==> src/rtl/mult_ctrl_if.sv <==
// Strobe/handshake bundle between the shift-add multiplier controller and its datapath.
interface mult_ctrl_if;
  logic start;
  logic b0;
  logic clr;
  logic ld;
  logic ldp;
  logic shp;
  logic shb;
  logic busy;
  logic done;

  modport master (
    input  start, b0,
    output clr, ld, ldp, shp, shb, busy, done
  );

  modport slave (
    output start, b0,
    input  clr, ld, ldp, shp, shb, busy, done
  );
endinterface

==> src/rtl/mult_ctrl.sv <==
// Sequencing FSM for the 4-bit shift-add multiplier: clr, ld, then WIDTH add/shift pairs, then done.
// Optional MULT_CTRL_SKIP_ZERO_EN: suppress the ldp strobe when the multiplier LSB (b0) is 0.
module mult_ctrl #(
  parameter int unsigned WIDTH = 4
) (
  input  logic        clk,
  input  logic        clr_n,
  mult_ctrl_if.master bus
);

  localparam int unsigned CNTW = $clog2(WIDTH) + 1;

  typedef enum logic [2:0] {
    IDLE  = 3'd0,
    CLEAR = 3'd1,
    LOAD  = 3'd2,
    ADD   = 3'd3,
    SHIFT = 3'd4,
    DONE  = 3'd5
  } state_e;

  state_e            state_q, state_d;
  logic [CNTW-1:0]   cnt_q, cnt_d;
  logic              clr_q, ld_q, ldp_q, shp_q, busy_q, done_q;

  // Next state and iteration count; cnt holds at WIDTH-1 on the final shift.
  always_comb begin
    state_d = state_q;
    cnt_d   = cnt_q;
    case (state_q)
      IDLE:  if (bus.start) state_d = CLEAR;
      CLEAR: state_d = LOAD;
      LOAD: begin
        cnt_d   = '0;
        state_d = ADD;
      end
      ADD:   state_d = SHIFT;
      SHIFT: begin
        if (cnt_q == CNTW'(WIDTH - 1)) begin
          state_d = DONE;
        end else begin
          cnt_d   = cnt_q + CNTW'(1);
          state_d = ADD;
        end
      end
      DONE:    state_d = bus.start ? CLEAR : IDLE;
      default: state_d = IDLE;
    endcase
  end

  // Strobes are decoded from the incoming state so they line up with the state they belong to.
  always_ff @(posedge clk or negedge clr_n) begin
    if (!clr_n) begin
      state_q <= IDLE;
      cnt_q   <= '0;
      clr_q   <= 1'b0;
      ld_q    <= 1'b0;
      ldp_q   <= 1'b0;
      shp_q   <= 1'b0;
      busy_q  <= 1'b0;
      done_q  <= 1'b0;
    end else begin
      state_q <= state_d;
      cnt_q   <= cnt_d;
      clr_q   <= (state_d == CLEAR);
      ld_q    <= (state_d == LOAD);
      ldp_q   <= (state_d == ADD);
      shp_q   <= (state_d == SHIFT);
      busy_q  <= (state_d != IDLE);
      done_q  <= (state_d == DONE);
    end
  end

  assign bus.clr  = clr_q;
  assign bus.ld   = ld_q;
  assign bus.shp  = shp_q;
  assign bus.shb  = shp_q;
  assign bus.busy = busy_q;
  assign bus.done = done_q;

`ifdef MULT_CTRL_SKIP_ZERO_EN
  // b0 reflects MB during the ADD cycle itself, so the gate must be combinational.
  assign bus.ldp = ldp_q & bus.b0;
`else
  logic unused_b0;
  assign unused_b0 = bus.b0;
  assign bus.ldp   = ldp_q;
`endif

endmodule

==> src/flat_wrapper.sv <==
// flat-port wrapper written by rule: the top's interface ports become plain ports
module mult_ctrl_flat 
#(
  parameter int unsigned WIDTH = 4
)
  (clk, clr_n, bus_start, bus_b0, bus_clr, bus_ld, bus_ldp, bus_shp, bus_shb, bus_busy, bus_done);
  mult_ctrl_if bus_i ();
  input  logic clk;
  input  logic clr_n;
  input wire logic [$bits(bus_i.start)-1:0] bus_start;
  input wire logic [$bits(bus_i.b0)-1:0] bus_b0;
  output wire logic [$bits(bus_i.clr)-1:0] bus_clr;
  output wire logic [$bits(bus_i.ld)-1:0] bus_ld;
  output wire logic [$bits(bus_i.ldp)-1:0] bus_ldp;
  output wire logic [$bits(bus_i.shp)-1:0] bus_shp;
  output wire logic [$bits(bus_i.shb)-1:0] bus_shb;
  output wire logic [$bits(bus_i.busy)-1:0] bus_busy;
  output wire logic [$bits(bus_i.done)-1:0] bus_done;
  assign bus_i.start = bus_start;
  assign bus_i.b0 = bus_b0;
  assign bus_clr = bus_i.clr;
  assign bus_ld = bus_i.ld;
  assign bus_ldp = bus_i.ldp;
  assign bus_shp = bus_i.shp;
  assign bus_shb = bus_i.shb;
  assign bus_busy = bus_i.busy;
  assign bus_done = bus_i.done;
  mult_ctrl #(.WIDTH(WIDTH)) u_core (.clk(clk), .clr_n(clr_n), .bus(bus_i));
endmodule
==> config.mk <==
export PLATFORM = sky130hd
export DESIGN_NAME = mult_ctrl_flat
export DESIGN_NICKNAME = d
export VERILOG_FILES = /design/src/rtl/mult_ctrl_if.sv /design/src/rtl/mult_ctrl.sv /design/src/flat_wrapper.sv
export SDC_FILE = /design/constraint.sdc
export NUM_CORES = 1
export LEC_CHECK = 0
export ABC_AREA = 1
export CAP_MARGIN = 20
export CORE_AREA = 2 2 39 41
export DETAILED_ROUTE_END_ITERATION = 8
export DIE_AREA = 0 0 41 43
export GPL_TIMING_DRIVEN = 0
export PLACE_DENSITY_LB_ADDON = 0.2
export SYNTH_ARGS = -nofsm -noshare
export SYNTH_HDL_FRONTEND = slang
export SYNTH_SLANG_ARGS = --single-unit
==> constraint.sdc <==
create_clock -name clk -period 3.8 [get_ports clk]
set_input_delay 0.95 -clock clk [delete_from_list [all_inputs] [get_ports clk]]
set_output_delay 0.95 -clock clk [all_outputs]
set_load 0.005 [all_outputs]
==> metrics.md, run 1 <==
| Metric | Value |
|---|---|
| Worst Path Required | 2.85 ns |
| Xor-xnor portion of the synthesized cell area | 0% |
| RSZ-0062 raised after global routing | false |
| Hold path depth | 1 |
| Post-CTS Setup Repair Bufs | 0 |
| CTS tree | built |
| Initial Util | between 30% and 40% |
| Resized cells post-CTS | 0 |
| F_max | about 0.46 GHz |
| I/O pin total | 11 |
| TritonCTS Buffers | 3 |
| Vias in the first global route | approximately 300 |
| N_diodes | 0 |
| Clk Latency, worst-skew pair | about 0.28 ns |
| Main combinational cell family by area after synthesis | simple AND/OR/NAND/NOR gates |
| Mux cell area share after synthesis | ~2.0% |
| Period utilization | a little under three fifths |
| Slew @ Worst Pin | between 0.5 and 0.6 ns |
| DRT Wirelength | around 750 um |
| Clk pwr share | between 20% and 30% |
| Worst VDD drop | approximately 0.00033 V |
| R2R cell count | 6 |
| Remaining DRCs | 0 |
| Area grow syn2layout | 28.9% |
| Net switching power | 0.000179 W |
| Initial antenna violation count | 0 |
| Worst-path clk slew | approximately 0.08 ns |
| Max incr delay on CP | about 0.43 ns |
| Total GRT Usage | between 10% and 20% |
| Bufs on Longest Clock Path | 2 |
| Flop pwr share | between 40 and 50% |
| Drt wl/cell | a little under 10 um |
| Setup crit start kind | flip-flop |
| Core area | between 1000 and 1500 sq um |
| CP Class | flip-flop to output port |
| Layout cells sized above 1 | about a quarter |
| Skew final | about 0.0043 ns |
| Status | finished clean |
| Comb pwr share | between 30% and 40% |
| Leak | 0.336 nW |
| Crit end category | output port |
| Commonest cells after routing, fill and taps aside | dfrtp_1 (12), inv_1 (10), clkdlybuf4s50_1 (9), nand2_1 (5), nand3_1 (4) |
| Die area | 1760 sq um |
| Worst min path class | flip-flop to flip-flop |
| Area share of fa/ha/maj cells after synthesis | ~4.9% |
| CP max-delay cell | clkdlybuf4s50_1 |
| Syn Std Cell Area | ~510 sq um |
| Clock sinks | 12 |
| Syn Inst Count | 48 |
| Final hold viol count | 0 |
| Cell Int Power | between 0.0003 and 0.0004 W |
| Vias | 336 |
| DPL Wire Length | between 500 and 600 um |
| PnR Total Power | 0.000513 W |
| Pwr dens | 785 nW/um^2 |
| Cell-by-cell listing of the critical path | buf_4, clkdlybuf4s50_1 |
| Grt ovf | 0 |
| Clock Tree Root | clkbuf_4 |
| Post-Synth Simple-Gate Area | 22.0% |
| PortBufs | 9 |
| Hold-fix buffers at CTS | 0 |
| Global-route wire length before repair | roughly 1300 um |
| Die Span Y | ~43 um |
| Compound-Gate Fraction of Synth Area | approximately 2.2% |
| Synth unique cells | 15 |
| Crit path max fanout | 2 |
| Number of max-cap violations | 0 |
| Ys async rst share | 100% |
| Seq/Total Area, Yosys | between 50 and 60% |
| Syn nets | between 50 and 60 |
| H-tree depth | 1 |
| Arr. time, crit path | 1.21 ns |
| Post-layout minimum cycle time | ~2.2 ns |
| Register bit total from synthesis | 12 |
| Switching share of power | approximately a third |
| # setup viols final | 0 |
| Post-Syn Area per Cell | ~11 sq um |
| Initial DRC Count | 4 |
| Largest net degree at the start of global routing | 13 |
| Yosys warnings | 0 |
| DRT Pass-1 Iters | 4 |
| FP Rows | 14 |
| Nets@finish | 68 |
| Fillers | roughly 150 |
| GP Congestion | approximately 0.74 |
| Main synth FF type | dfrtp_1 |
| Setup TNS | 0 ns |
| Final number of max-transition violations | 0 |
| Leading cell type in the layout, fill and taps excluded | dfrtp_1 |
| DRT antenna net count | 0 |
| Max_slew headroom | about two thirds |
| Die Wd | a little over 40 um |
| Via/cell ratio | 4.36 |
| Number of synthesized flops with an enable pin | 0 |
sequential cells by signal (all words and copies together), names as in the netlist:
signal / cells
u_core.cnt_q: 3
u_core.state_q: 3
u_core.bus.busy: 1
u_core.bus.clr: 1
u_core.bus.done: 1
u_core.bus.ld: 1
u_core.bus.ldp: 1
u_core.bus.shb: 1
cell type report:
type / instances / area, sq um / area share, %
plain buffers: 1 / 7.51 / 1.15
repair buffers: 9 / 90.1 / 13.8
clock buffers: 4 / 36.3 / 5.56
well taps: 16 / 20.0 / 3.07
flip-flops and latches: 12 / 300 / 46.0
inverters: 11 / 41.3 / 6.32
multi-input cells: 24 / 158 / 24.1
synth_stat cells (2+ instances only):
master / number / area, sq um
nand3_2: 2 / 20.0
nand2_2: 3 / 18.8
dfrtp_1: 12 / 300
inv_1: 10 / 37.5
nor2_2: 3 / 18.8
nand3_1: 4 / 20.0
nand2_1: 5 / 18.8
ha_1: 2 / 25.0
routing by layer:
layer	up-vias	GRT usage [%]	wire [um]
met5	-	0	0
met4	0	12.0	26
met3	4	3.14	29
met2	8	14.7	327
met1	152	15.8	361
li1	172	-	-
final timing paths:
kind	startpoint	to	slack (ns)
min in group asynchronous	clr_n	u_core.bus.shb	1.01
hold / removal	u_core.cnt_q[0]	u_core.cnt_q[0]	0.48
hold reg to reg	u_core.cnt_q[0]	u_core.cnt_q[0]	0.48
setup reg to reg	u_core.cnt_q[0]	u_core.cnt_q[0]	2.49
setup / recovery	u_core.bus.shb	bus_shp	1.64
max in group asynchronous	clr_n	u_core.cnt_q[0]	2.43
cells by family (layout without fill, tap and decap cells):
kind of cell / count (synthesis) / count (layout)
AND/OR/NAND/NOR: 19 / 19
adder cells (fa/ha/maj): 2 / 2
flip-flops: 12 / 12
multiplexers: 1 / 1
buffers and inverters: 12 / 25
AO/OA/AOI/OAI: 2 / 2
worst max-delay path: cells and delay by family, from the launching register on:
family   cells  cell delay (ns)
buf+inv      2             0.55
flops        1             0.38
through the flow:
stage               hold slack, ns  utilization, %  instance area, sq um  cells  setup slack (ns)
finish                       0.483            47.2                   653     77              1.64
global route                 0.531            47.2                   653     77              1.59
CTS                          0.492            47.2                   653     77              1.64
floorplan                    0.457               -                   507     48              2.35
global placement             0.471            44.6                   617     73              1.95
detailed placement           0.481            44.6                   617     73              1.94
power by group through the flow:
| stage | clock (W) | sequential (W) | combinational (W) |
|---|---|---|---|
| final | 0.000104 | 0.000207 | 0.000202 |
| after floorplan | 0 | 0.000208 | 0.000124 |
| after global placement | 0 | 0.000208 | 0.000206 |
| after CTS | 0.000105 | 0.000206 | 0.000206 |
| after global routing | 0.000111 | 0.000213 | 0.000230 |
| after detailed placement | 0 | 0.000209 | 0.000205 |
No activity file was read; power rests on OpenSTA's default activity.
==> run 2: changes to the inputs <==
==> constraint.sdc (replaced) <==
create_clock -name clk -period 1.8 [get_ports clk]
set_input_delay 0.45 -clock clk [delete_from_list [all_inputs] [get_ports clk]]
set_output_delay 0.45 -clock clk [all_outputs]
set_load 0.005 [all_outputs]
==> results of run 2 <==
The final DEF is identical to that of run 1. Status: finished clean.
Main changes from that run: setup slack after placement 1.94 ns -> 0.444 ns; setup slack after layout 1.64 ns -> 0.143 ns; register-to-register setup slack 2.49 ns -> 0.49 ns; total power 0.000513 W -> 0.00108 W; worst IR drop on VDD 0.000334 V -> 0.000705 V
==> RTL edit (config.mk and constraints of run 2) <==
Build with the macro `MULT_CTRL_SKIP_ZERO_EN` defined.
--- a/src/rtl/mult_ctrl.sv
+++ b/src/rtl/mult_ctrl.sv
@@ -2,2 +2,4 @@
 // Optional MULT_CTRL_SKIP_ZERO_EN: suppress the ldp strobe when the multiplier LSB (b0) is 0.
+`define MULT_CTRL_SKIP_ZERO_EN
+
 module mult_ctrl #(
Behaviour: not the same (a bounded check fails within 4 cycles, from zero or initial values).
==> RTL edit against run 2 <==
  * Core utilization increased by 0.18 points
  * Non-clock buffer count increased by 1
  * Power decreased by 5.7%
  * Final area increased by 0.38%
  * Wire length increased by 6.2%
  * Sequential cell count unchanged
  * Area after synthesis increased by 1.5%
  * Worst setup slack improved by 10 ps
  * Critical path type is now in -> out
==> RTL edit: results (changes against run 2) <==
[power]
internal_power_uw = 651  ; was 704 uW
max-vdd-ir-drop_v = 0.000706  ; was 0.000705 V
pg_comb_uw = 424
p_leak_nw = 0.347  ; was 0.336 nW

[synth]
ys_async_sr_fraction_pct = 100  ; unchanged
synth_compound_area_share_pct = 3.16  ; was 2.22%
seq_area_frac_synth_pct = 58.4  ; was 59.3%
synthDistinctLibCells = 14  ; was 15
synth_common_cells = dfrtp_1 (12), inv_1 (10), nand2_1 (8)  ; was dfrtp_1 (12), inv_1 (10), nand2_1 (5)
synth_nets = 57  ; was 54
synthAdderAreaFrac_pct = 4.87  ; was 4.94%
synth.area.top_cells = dfrtp_1 (58%), inv_1 (7.3%), nand3_2 (5.8%)  ; was dfrtp_1 (59%), inv_1 (7.4%), ha_1 (4.9%)

[global_route]
grt_pass1_vias = 322  ; was 305
track_usage_pct = 11.1  ; was 12.0%
antenna_found_initial = 0  ; unchanged

[sta]
fin_hold_ws_ps = 496  ; was 483 ps
relSlewSlack_pct = 64.7  ; about the same
finalClockSkew_ps = 0.218  ; was 4.33 ps

[worst_setup_path]
slowest_delay_ps = 450  ; was 430 ps
r2r_end = u_core.cnt_q[2]  ; was u_core.cnt_q[0]
cp_max_fo = 1  ; was 2
cp_top_family = buffers and inverters  ; unchanged

[cts]
clk_latency_ps = 260  ; was 280 ps
cts_setup_buffers = 0  ; unchanged

[final_layout]
final_nets = 72  ; was 68
num-fill-cells = 138  ; was 147
syn2layout_area_growth_pct = 27.5  ; was 28.9%
drive_gt1_share_pct = 21.9  ; was 24.6%

[outcome]
status = finished clean  ; unchanged

[placed_design]
hpwlAfterDp_um = 606  ; was 539 um
port_buffers = 10  ; was 9
gp_congestion = 0.741  ; was 0.737

[routing]
via_per_inst = 4.45  ; was 4.36
drt-initial-drc-count = 7  ; was 4

==> RTL edit: cell count changes in the layout (fill, tap and decap cells not counted) <==
cell / run 2 / this run
nand2_2: 3 / 1
dlygate4sd2_1: 0 / 1
mux2i_1: 1 / 0
o21ai_0: 1 / 0
o21ai_1: 0 / 2
inv_2: 1 / 2
clkbuf_8: 1 / 0
nand2_1: 5 / 8
nand3_2: 2 / 3
==> RTL edit: repair_timing <==
action / in CTS / in global routing
hold buffers: 0 / 0
gates resized for setup: 1 / 0
endpoints found under the setup margin: 1 / 0
hold endpoints to repair: 0 / 0
==> RTL edit: worst max path at each step <==
stage	from	end	slack (ps)	depth (start not counted)
after floorplan	u_core.cnt_q[0]	u_core.cnt_q[2]	600	6
after global placement	bus_b0	bus_ldp	-120	4
after detailed placement	bus_b0	bus_ldp	-120	4
after CTS	u_core.bus.shb	bus_shp	140	2
after global routing	bus_b0	bus_ldp	100	4
final	bus_b0	bus_ldp	150	4
==> RTL edit: layer usage <==
layer	vias up	global-route usage, %	share of wire, %
met3	0	1.57	4.0
met4	0	12.0	0
li1	184	-	-
met5	-	0	0
met1	162	12.8	45
met2	10	15.6	51
==> RTL edit: area by class of cell <==
cell class                      instances  area share [%]
Sequential cell                        12            45.8
Multi-Input combinational cell         26            24.6
Timing Repair Buffer                   10            15.1
Inverter                               12            6.87
Clock buffer                            3            3.44
Tap cell                               16            3.05
Buffer                                  1            1.15
==> RTL edit: stage by stage <==
step                worst slack, ps  power [mW]  instances  cell area, um2  setup TNS, ps
floorplan                       596       0.708         51             514              0
global placement               -117       0.870         77             634           -117
detailed placement             -117       0.883         77             634           -117
CTS                             137        1.04         80             656              0
global route                   96.2        1.11         80             656              0
finish                          154        1.02         80             656              0
